$ cat config.mk
export PLATFORM = sky130hd
export DESIGN_NAME = data_mem_arbiter_flat
export DESIGN_NICKNAME = d
export VERILOG_FILES = /design/src/rtl/data_mem_arbiter_if.sv /design/src/rtl/data_mem_arbiter.sv /design/src/flat_wrapper.sv
export SDC_FILE = /design/constraint.sdc
export NUM_CORES = 1
export LEC_CHECK = 0
export CORE_ASPECT_RATIO = 1.75
export CORE_UTILIZATION = 41
export DETAILED_ROUTE_END_ITERATION = 12
export PLACE_DENSITY = 0.81
export SETUP_SLACK_MARGIN = 0.05
export SKIP_LAST_GASP = 1
export SYNTH_ARGS = -nofsm -noshare
export SYNTH_HDL_FRONTEND = slang
export SYNTH_SLANG_ARGS = --single-unit
$ cat constraint.sdc
create_clock -name clk -period 2.8 [get_ports clk]
set_clock_uncertainty 0.15 [all_clocks]
set_input_delay 0.84 -clock clk [delete_from_list [all_inputs] [get_ports clk]]
set_output_delay 0.84 -clock clk [all_outputs]
set_load 0.01 [all_outputs]
$ cat src/rtl/data_mem_arbiter_if.sv
// data_mem_arbiter_if
// Bundles the two requester ports and the single-port memory bus that sit
// around data_mem_arbiter.
//   slave  : the arbiter's view (takes requests and memory read data; drives
//            grants, responses and the memory control/address/data bus).
//   master : the environment's view (requesters plus the memory itself).
// Per requester n (0 = core load/store, 1 = debug/loader):
//   reqn, wen, sizen[1:0], unsn, addrn[31:0], wdatan[31:0] : request fields
//   gntn, rvalidn, rdatan[31:0], errn                       : grant / response
// Memory side:
//   mem_cs (active-low), mem_rd_wr (1 = read), mem_mask[3:0],
//   mem_addr[31:0], mem_wdata[31:0], mem_rdata[31:0] (combinational read)
interface data_mem_arbiter_if;
    logic        req0;
    logic        req1;
    logic        we0;
    logic        we1;
    logic [1:0]  size0;
    logic [1:0]  size1;
    logic        uns0;
    logic        uns1;
    logic [31:0] addr0;
    logic [31:0] addr1;
    logic [31:0] wdata0;
    logic [31:0] wdata1;

    logic        gnt0;
    logic        gnt1;
    logic        rvalid0;
    logic        rvalid1;
    logic [31:0] rdata0;
    logic [31:0] rdata1;
    logic        err0;
    logic        err1;

    logic        mem_cs;
    logic        mem_rd_wr;
    logic [3:0]  mem_mask;
    logic [31:0] mem_addr;
    logic [31:0] mem_wdata;
    logic [31:0] mem_rdata;

    modport slave (
        input  req0, req1, we0, we1, size0, size1, uns0, uns1,
               addr0, addr1, wdata0, wdata1, mem_rdata,
        output gnt0, gnt1, rvalid0, rvalid1, rdata0, rdata1, err0, err1,
               mem_cs, mem_rd_wr, mem_mask, mem_addr, mem_wdata
    );

    modport master (
        output req0, req1, we0, we1, size0, size1, uns0, uns1,
               addr0, addr1, wdata0, wdata1, mem_rdata,
        input  gnt0, gnt1, rvalid0, rvalid1, rdata0, rdata1, err0, err1,
               mem_cs, mem_rd_wr, mem_mask, mem_addr, mem_wdata
    );
endinterface

$ cat src/rtl/data_mem_arbiter.sv
// data_mem_arbiter
// Shares one single-port data memory between the core load/store path
// (port 0) and a debug/loader port (port 1) with round-robin arbitration.
// Every accepted request becomes one memory cycle (ACCESS) followed by a
// one-cycle response (RESP) to the winning port. A new request may be
// granted during RESP, giving one access every two cycles.
// Ports:
//   clk   : clock (memory writes land on its falling edge)
//   rst_n : asynchronous active-low reset
//   bus   : data_mem_arbiter_if.slave - requests, responses, memory bus
module data_mem_arbiter (
    input  logic                clk,
    input  logic                rst_n,
    data_mem_arbiter_if.slave   bus
);
    localparam logic [1:0] IDLE   = 2'd0;
    localparam logic [1:0] ACCESS = 2'd1;
    localparam logic [1:0] RESP   = 2'd2;

    logic [1:0]  state_reg;
    logic [1:0]  state_next;
    logic        last_reg;     // port that won the most recent grant
    logic        port_reg;     // owner of the access in flight
    logic        we_reg;
    logic [1:0]  size_reg;
    logic        uns_reg;
    logic [31:0] addr_reg;
    logic [31:0] wdata_reg;
    logic [31:0] rdata_reg;
    logic        err_reg;

    logic        grant_window;
    logic        gnt0;
    logic        gnt1;
    logic        accept;
    logic        illegal;
    logic        active;
    logic [3:0]  store_mask;
    logic [7:0]  lane_data [4];
    logic [7:0]  load_byte;
    logic [15:0] load_half;
    logic [31:0] load_ext;

    // ------------------------------------------------------------------
    // Arbitration. Grants are only offered when the memory is free for the
    // next cycle, and are held low throughout reset. On a tie the port that
    // did not win last time gets the grant.
    // ------------------------------------------------------------------
    assign grant_window = rst_n && (state_reg == IDLE || state_reg == RESP);
    assign gnt0   = grant_window && bus.req0 && (!bus.req1 || last_reg);
    assign gnt1   = grant_window && bus.req1 && (!bus.req0 || !last_reg);
    assign accept = gnt0 || gnt1;

    assign bus.gnt0 = gnt0;
    assign bus.gnt1 = gnt1;

    always_comb begin
        state_next = IDLE;
        case (state_reg)
            IDLE:    state_next = accept ? ACCESS : IDLE;
            ACCESS:  state_next = RESP;
            RESP:    state_next = accept ? ACCESS : IDLE;
            default: state_next = IDLE;
        endcase
    end

    // ------------------------------------------------------------------
    // Request decode on the latched fields
    // ------------------------------------------------------------------
    assign illegal = (size_reg == 2'b11)
                  || (size_reg == 2'b01 && addr_reg[0])
                  || (size_reg == 2'b10 && addr_reg[1:0] != 2'b00);

    // Illegal requests still spend a cycle in ACCESS but never touch memory.
    assign active = (state_reg == ACCESS) && !illegal;

    // Per-lane write enable and replicated store data.
    genvar gi;
    generate
        for (gi = 0; gi < 4; gi++) begin : g_lane
            assign store_mask[gi] = (size_reg == 2'b00 && addr_reg[1:0] == 2'(gi))
                                 || (size_reg == 2'b01 && addr_reg[1] == 1'(gi / 2))
                                 || (size_reg == 2'b10);
            assign lane_data[gi]  = (size_reg == 2'b00) ? wdata_reg[7:0] :
                                    (size_reg == 2'b01) ? wdata_reg[8*(gi%2) +: 8] :
                                                          wdata_reg[8*gi +: 8];
        end
    endgenerate

    // Memory bus parks at read / deselected / zero outside a legal access.
    assign bus.mem_cs    = !active;
    assign bus.mem_rd_wr = active ? !we_reg : 1'b1;
    assign bus.mem_mask  = (active && we_reg) ? store_mask : 4'b0000;
    assign bus.mem_addr  = active ? {addr_reg[31:2], 2'b00} : 32'd0;
    assign bus.mem_wdata = active ? {lane_data[3], lane_data[2], lane_data[1], lane_data[0]}
                                  : 32'd0;

    // ------------------------------------------------------------------
    // Load alignment and extension from the combinational read data
    // ------------------------------------------------------------------
    always_comb begin
        load_byte = bus.mem_rdata[{addr_reg[1:0], 3'b000} +: 8];
        load_half = addr_reg[1] ? bus.mem_rdata[31:16] : bus.mem_rdata[15:0];
        case (size_reg)
            2'b00:   load_ext = {{24{!uns_reg && load_byte[7]}}, load_byte};
            2'b01:   load_ext = {{16{!uns_reg && load_half[15]}}, load_half};
            default: load_ext = bus.mem_rdata;
        endcase
    end

    // ------------------------------------------------------------------
    // State and request registers
    // ------------------------------------------------------------------
    always_ff @(posedge clk or negedge rst_n) begin
        if (!rst_n) begin
            state_reg <= IDLE;
            last_reg  <= 1'b1;
            port_reg  <= 1'b0;
            we_reg    <= 1'b0;
            size_reg  <= 2'b00;
            uns_reg   <= 1'b0;
            addr_reg  <= 32'd0;
            wdata_reg <= 32'd0;
            rdata_reg <= 32'd0;
            err_reg   <= 1'b0;
        end else begin
            state_reg <= state_next;
            if (accept) begin
                port_reg  <= gnt1;
                last_reg  <= gnt1;
                we_reg    <= gnt1 ? bus.we1    : bus.we0;
                size_reg  <= gnt1 ? bus.size1  : bus.size0;
                uns_reg   <= gnt1 ? bus.uns1   : bus.uns0;
                addr_reg  <= gnt1 ? bus.addr1  : bus.addr0;
                wdata_reg <= gnt1 ? bus.wdata1 : bus.wdata0;
            end
            // Response is captured at the edge that ends ACCESS.
            if (state_reg == ACCESS) begin
                err_reg   <= illegal;
                rdata_reg <= (illegal || we_reg) ? 32'd0 : load_ext;
            end
        end
    end

    // ------------------------------------------------------------------
    // Responses: only the owning port sees anything during RESP.
    // ------------------------------------------------------------------
    assign bus.rvalid0 = (state_reg == RESP) && !port_reg;
    assign bus.rvalid1 = (state_reg == RESP) &&  port_reg;
    assign bus.rdata0  = bus.rvalid0 ? rdata_reg : 32'd0;
    assign bus.rdata1  = bus.rvalid1 ? rdata_reg : 32'd0;
    assign bus.err0    = bus.rvalid0 && err_reg;
    assign bus.err1    = bus.rvalid1 && err_reg;
endmodule
$ cat src/flat_wrapper.sv
// flat-port wrapper written by rule: the top's interface ports become plain ports
module data_mem_arbiter_flat 
  (clk, rst_n, bus_req0, bus_req1, bus_we0, bus_we1, bus_size0, bus_size1, bus_uns0, bus_uns1, bus_addr0, bus_addr1, bus_wdata0, bus_wdata1, bus_mem_rdata, bus_gnt0, bus_gnt1, bus_rvalid0, bus_rvalid1, bus_rdata0, bus_rdata1, bus_err0, bus_err1, bus_mem_cs, bus_mem_rd_wr, bus_mem_mask, bus_mem_addr, bus_mem_wdata);
  data_mem_arbiter_if bus_i ();
  input  logic clk;
  input  logic rst_n;
  input wire logic [$bits(bus_i.req0)-1:0] bus_req0;
  input wire logic [$bits(bus_i.req1)-1:0] bus_req1;
  input wire logic [$bits(bus_i.we0)-1:0] bus_we0;
  input wire logic [$bits(bus_i.we1)-1:0] bus_we1;
  input wire logic [$bits(bus_i.size0)-1:0] bus_size0;
  input wire logic [$bits(bus_i.size1)-1:0] bus_size1;
  input wire logic [$bits(bus_i.uns0)-1:0] bus_uns0;
  input wire logic [$bits(bus_i.uns1)-1:0] bus_uns1;
  input wire logic [$bits(bus_i.addr0)-1:0] bus_addr0;
  input wire logic [$bits(bus_i.addr1)-1:0] bus_addr1;
  input wire logic [$bits(bus_i.wdata0)-1:0] bus_wdata0;
  input wire logic [$bits(bus_i.wdata1)-1:0] bus_wdata1;
  input wire logic [$bits(bus_i.mem_rdata)-1:0] bus_mem_rdata;
  output wire logic [$bits(bus_i.gnt0)-1:0] bus_gnt0;
  output wire logic [$bits(bus_i.gnt1)-1:0] bus_gnt1;
  output wire logic [$bits(bus_i.rvalid0)-1:0] bus_rvalid0;
  output wire logic [$bits(bus_i.rvalid1)-1:0] bus_rvalid1;
  output wire logic [$bits(bus_i.rdata0)-1:0] bus_rdata0;
  output wire logic [$bits(bus_i.rdata1)-1:0] bus_rdata1;
  output wire logic [$bits(bus_i.err0)-1:0] bus_err0;
  output wire logic [$bits(bus_i.err1)-1:0] bus_err1;
  output wire logic [$bits(bus_i.mem_cs)-1:0] bus_mem_cs;
  output wire logic [$bits(bus_i.mem_rd_wr)-1:0] bus_mem_rd_wr;
  output wire logic [$bits(bus_i.mem_mask)-1:0] bus_mem_mask;
  output wire logic [$bits(bus_i.mem_addr)-1:0] bus_mem_addr;
  output wire logic [$bits(bus_i.mem_wdata)-1:0] bus_mem_wdata;
  assign bus_i.req0 = bus_req0;
  assign bus_i.req1 = bus_req1;
  assign bus_i.we0 = bus_we0;
  assign bus_i.we1 = bus_we1;
  assign bus_i.size0 = bus_size0;
  assign bus_i.size1 = bus_size1;
  assign bus_i.uns0 = bus_uns0;
  assign bus_i.uns1 = bus_uns1;
  assign bus_i.addr0 = bus_addr0;
  assign bus_i.addr1 = bus_addr1;
  assign bus_i.wdata0 = bus_wdata0;
  assign bus_i.wdata1 = bus_wdata1;
  assign bus_i.mem_rdata = bus_mem_rdata;
  assign bus_gnt0 = bus_i.gnt0;
  assign bus_gnt1 = bus_i.gnt1;
  assign bus_rvalid0 = bus_i.rvalid0;
  assign bus_rvalid1 = bus_i.rvalid1;
  assign bus_rdata0 = bus_i.rdata0;
  assign bus_rdata1 = bus_i.rdata1;
  assign bus_err0 = bus_i.err0;
  assign bus_err1 = bus_i.err1;
  assign bus_mem_cs = bus_i.mem_cs;
  assign bus_mem_rd_wr = bus_i.mem_rd_wr;
  assign bus_mem_mask = bus_i.mem_mask;
  assign bus_mem_addr = bus_i.mem_addr;
  assign bus_mem_wdata = bus_i.mem_wdata;
  data_mem_arbiter u_core (.clk(clk), .rst_n(rst_n), .bus(bus_i));
endmodule
Yosys cells after proc, flatten, opt, wreduce, memory -nomap -nowiden. Cells that the tools add are included. W data, S select, Z words.

Flip-flop bits (word level): 105. Input bits: 172. Logic and storage cells: 90.

Equality and inequality tests: 8. Shift operators: 1. Muxes and demuxes: 21. Bitwise logic cells: 1. Reductions and logical operators: 49.

Operators with widths (count): $mux W32 (7); $pmux W32 S2 (1); $mux W8 (5); $shiftx A32 B6 Y8 (1); $logic_and A1 B1 Y1 (21); $mux W16 (1); $logic_or A1 B1 Y1 (15); $eq A2 B2 Y1 const B (5); $logic_not A1 Y1 (8); $eq A2 B1 Y1 const B (3); $logic_not A2 Y1 (3); $mux W1 (4); $mux W4 (1); $pmux W2 S2 (1); $mux W2 (1); $reduce_bool A2 Y1 (1); $reduce_or A2 Y1 (1); $not A1 Y1 (1).

Logic depth before layout (Yosys ltp).
Depth after elaboration: 8. Depth in mapped cells: 8.

Worst setup path after synthesis. No wires, ideal clock.

Path type: input to output. Start point: input port rst_n. End point: output port bus_gnt1. Arrival: 1.785 ns. Required time: 1.810 ns. Slack: 0.025 ns. Stages on the path: 5. Cell sequence: nor2b_1 > nand3_1 > buf_1 > clkbuf_1 > inv_1.

Word-level cells in the longest chain between the ends: 3.

RTL lines: start, declared (RTL line flat_wrapper.sv:6) `input logic rst_n;`; $logic_and A1 B1 Y1 (RTL line data_mem_arbiter.sv:49) `assign grant_window = rst_n && (state_reg == IDLE || state_reg == RESP);`; $logic_and A1 B1 Y1 (2 in a row) (RTL line data_mem_arbiter.sv:51) `assign gnt1 = grant_window && bus.req1 && (!bus.req0 || !last_reg);`; end, declared (RTL line flat_wrapper.sv:21) `output wire logic [$bits(bus_i.gnt1)-1:0] bus_gnt1;`.

Every way passes these cells.

Worst setup path in the final report.
Start point: register u_core.addr_reg[0]. End point: output port bus_mem_wdata[20].

Word-level cells in the longest chain between the ends: 6. Elaborated cells between the ends (all ways): 8.

RTL lines: start, declared (RTL line data_mem_arbiter.sv:27) `logic [31:0] addr_reg;`; start signal, assigned (RTL line data_mem_arbiter.sv:134) `addr_reg <= gnt1 ? bus.addr1 : bus.addr0;`; $reduce_bool A2 Y1 / $logic_and A1 B1 Y1 (equally long branches) (RTL line data_mem_arbiter.sv:72, data_mem_arbiter.sv:71); $logic_and A1 B1 Y1 / $logic_or A1 B1 Y1 (equally long branches) (RTL line data_mem_arbiter.sv:72, data_mem_arbiter.sv:71); $logic_or A1 B1 Y1 (*) (RTL line data_mem_arbiter.sv:72) `|| (size_reg == 2'b10 && addr_reg[1:0] != 2'b00);`; $logic_not A1 Y1 (*) (RTL line data_mem_arbiter.sv:75) `assign active = (state_reg == ACCESS) && !illegal;`; $logic_and A1 B1 Y1 (*) (RTL line data_mem_arbiter.sv:75); $mux W32 (*) (RTL line data_mem_arbiter.sv:95) `assign bus.mem_wdata = active ? {lane_data[3], lane_data[2], lane_data[1], lane_data[0]}`; end, declared (RTL line flat_wrapper.sv:32) `output wire logic [$bits(bus_i.mem_wdata)-1:0] bus_mem_wdata;`.

Every way passes the cells marked *; elsewhere a longest branch is shown, timed or not.

==> impl_metrics.tcl <==
set metrics [dict create \
    outcome "completed" \
    wl_per_cell_um 19.1 \
    grt_max_degree 78 \
    drt-initial-drc-count 258 \
    path_max_fanout 25 \
    fp.dieH_um 167 \
    layout_commonest_cell "clkdlybuf4s50_1" \
    max_freq_mhz 359 \
    min_period_ns 2.78 \
    worst_slack_ns 0.0173 \
    dpl.hpwl_um 16400 \
    cp-end-kind "output pin" \
    finalSetupViolCount 0 \
    fin_crit_sh_pct 99.4 \
    row_count 59 \
    ant_nets 0 \
    core_area_um2 15000 \
    clk-insertion-delay-late_ns 0.34 \
    n_fill_cell 1249 \
    utilization_pct 67.6 \
    drv_cap 0 \
    hold_path_depth 1 \
    syn_area_um2 6340 \
    worst_r2r_path_depth 7 \
    synth-main-ff-cell "dfrtp_1" \
    syn_to_final_growth_pct 59.8 \
    synth_edf_count 0 \
    ys_types 41 \
    ff2ff_setup_slack_ns 0.45 \
    mostFrequentLayoutCells "169 x clkdlybuf4s50_1, 101 x dfrtp_1, 92 x mux2i_1" \
    numCtsBuffers 9 \
    crit_type "reg -> out" \
    grt_pass1_vias 6633 \
    power_density_nw_per_um2 659 \
    drc_errors 0 \
    dr_total_vias 6343 \
    slew_headroom_pct 39.1 \
    met3RoutedLength_um 1280 \
    io_pins 312 \
    highest_layer "met5" \
    hold_path_end "u_core.rdata_reg[16]" \
    cts.sinks 105 \
    dieArea_um2 16000 \
    clkTransAtPathRegs_ns 0.07 \
    ctsRootBufferMaster "clkbuf_16" \
    holdWs_ns 0.362 \
    n_antenna_cell 0 \
    wl_met1_um 7900 \
    rsz0062_at_grt "yes" \
    finalHoldViolCount 0 \
    cts_tree "yes" \
    portBuffers 309 \
    reg2reg_to "u_core.wdata_reg[23]" \
    post-place-ws_ns -0.327 \
    antenna_found_initial 1 \
    start_kind "register" \
    irDropWorstVdd_uv 349 \
    routabilityCongestion 0.885 \
    r2r_start "u_core.state_reg[0]" \
    grt_overflow 0 \
    wl_met2_um 12400 \
    cp.required_ns 1.81 \
    yosysWarnings 0 \
    ctsHoldBuffers 0 \
    die_x_um 96 \
    crit_arrival_ns 1.79 \
    leakagePower_nw 4.62 \
    layout.nets 1177 \
    cp-startpoint "u_core.addr_reg[0]" \
    start_util_pct 42.3 \
    vias_per_cell 5.32 \
    clockBufferDepth 2 \
    synth_seq_cells 105 \
    grt_pass1_wl_um 34500 \
    dr.pass1.iters 4 \
    synth.avg_cell_area_um2 9.11 \
    wirelength_um 22800 \
    track_usage_pct 28.5 \
    report.final.slew_viol_count 0 \
    synthArstFlopShare_pct 100 \
    holdCritStartpoint "u_core.rdata_reg[16]" \
    synth-seq-area-share_pct 41.5 \
    hold_class "reg -> reg" \
    syn_inst 696 \
    tightest_slew_ns 0.913 \
    htree_levels 3 \
    drive_gt1_share_pct 26.6 \
]
[layout make-up]
cell class / count / area (um2) / share of cell area, %
repair buffers: 358 / 3310 / 32.7
well taps: 183 / 229 / 2.26
inverters: 7 / 26.3 / 0.259
flip-flops and latches: 105 / 2630 / 26.0
multi-input cells: 524 / 3630 / 35.9
clock buffers: 12 / 246 / 2.43
clock inverters: 4 / 51.3 / 0.506
[metal layers]
layer  track usage (%)  vias up
li1                  -     3014
met1              29.2     3009
met2              52.3      251
met3              5.02       67
met4              15.6        2
met5                 0        -
[timing repair]
item,CTS,global route
setup buffers,5,0
setup endpoints to repair,138,167
pin swaps,4,32
gates resized for setup,294,290
cloned,2,4
[worst max-delay path, stage by stage, from the launching register on]
cell	delay, ns
dfrtp_2	0.45
nor3_4	0.22
nor2_2	0.08
nor2_4	0.13
inv_2	0.06
buf_12	0.16
nor2_1	0.12
clkdlybuf4s15_2	0.23
[power by group]
group | switching [W] | internal (W) | leakage [nW]
clock network | 0.000583 | 0.000722 | 0.143
registers | 0.000429 | 0.00203 | 1.26
logic | 0.00141 | 0.00150 | 3.23
[cells by family after synthesis]
group	Yosys count	synth area share, %
AND/OR/NAND/NOR	263	21.6
AO/OA/AOI/OAI	164	16.9
flip-flops	105	41.5
multiplexers	94	14.9
buffers and inverters	68	4.99
XOR/XNOR	1	0.138
other	1	0.0591
[metrics by stage]
stage	setup TNS [ns]	std cells	instance area [um2]	power (W)
after floorplan	0	697	6340	0.00394
after global placement	-10.38	1166	9780	0.00506
after detailed placement	-12.83	1166	9780	0.00514
after CTS	-4.53	1189	10100	0.00645
after global routing	-2.42	1193	10100	0.00708
final	0	1193	10100	0.00668
[synthesized netlist by cell type (all sizes together) (2+ instances only)]
library cell,instances,area [um2]
mux2i,92,921
buf,30,170
nand2b,23,144
a31oi,2,12.5
a22o,30,263
clkbuf,31,120
a211oi,2,20.0
nor3b,2,15.0
nor2,103,389
a221o,14,140
inv,7,26.3
o2bb2ai,7,61.3
nor3,3,20.0
nand2,12,45.0
and2,111,694
o21ai,14,70.1
nor2b,3,18.8
mux2,2,22.5
dfrtp,104,2600
a21oi,90,450
and3,3,18.8
[how the worst max path moves through the flow]
stage	endpoint	slack, ns	depth (start not counted)
2_1_floorplan	bus_gnt1	0.11	5
3_3_place_gp	bus_gnt1	-0.30	5
3_5_place_dp	bus_gnt1	-0.33	5
4_1_cts	bus_mem_wdata[14]	-0.16	7
5_1_grt	bus_mem_wdata[20]	-0.08	7
6_report	bus_mem_wdata[20]	0.02	7
Note: power is estimated with default switching activity, not from simulation.
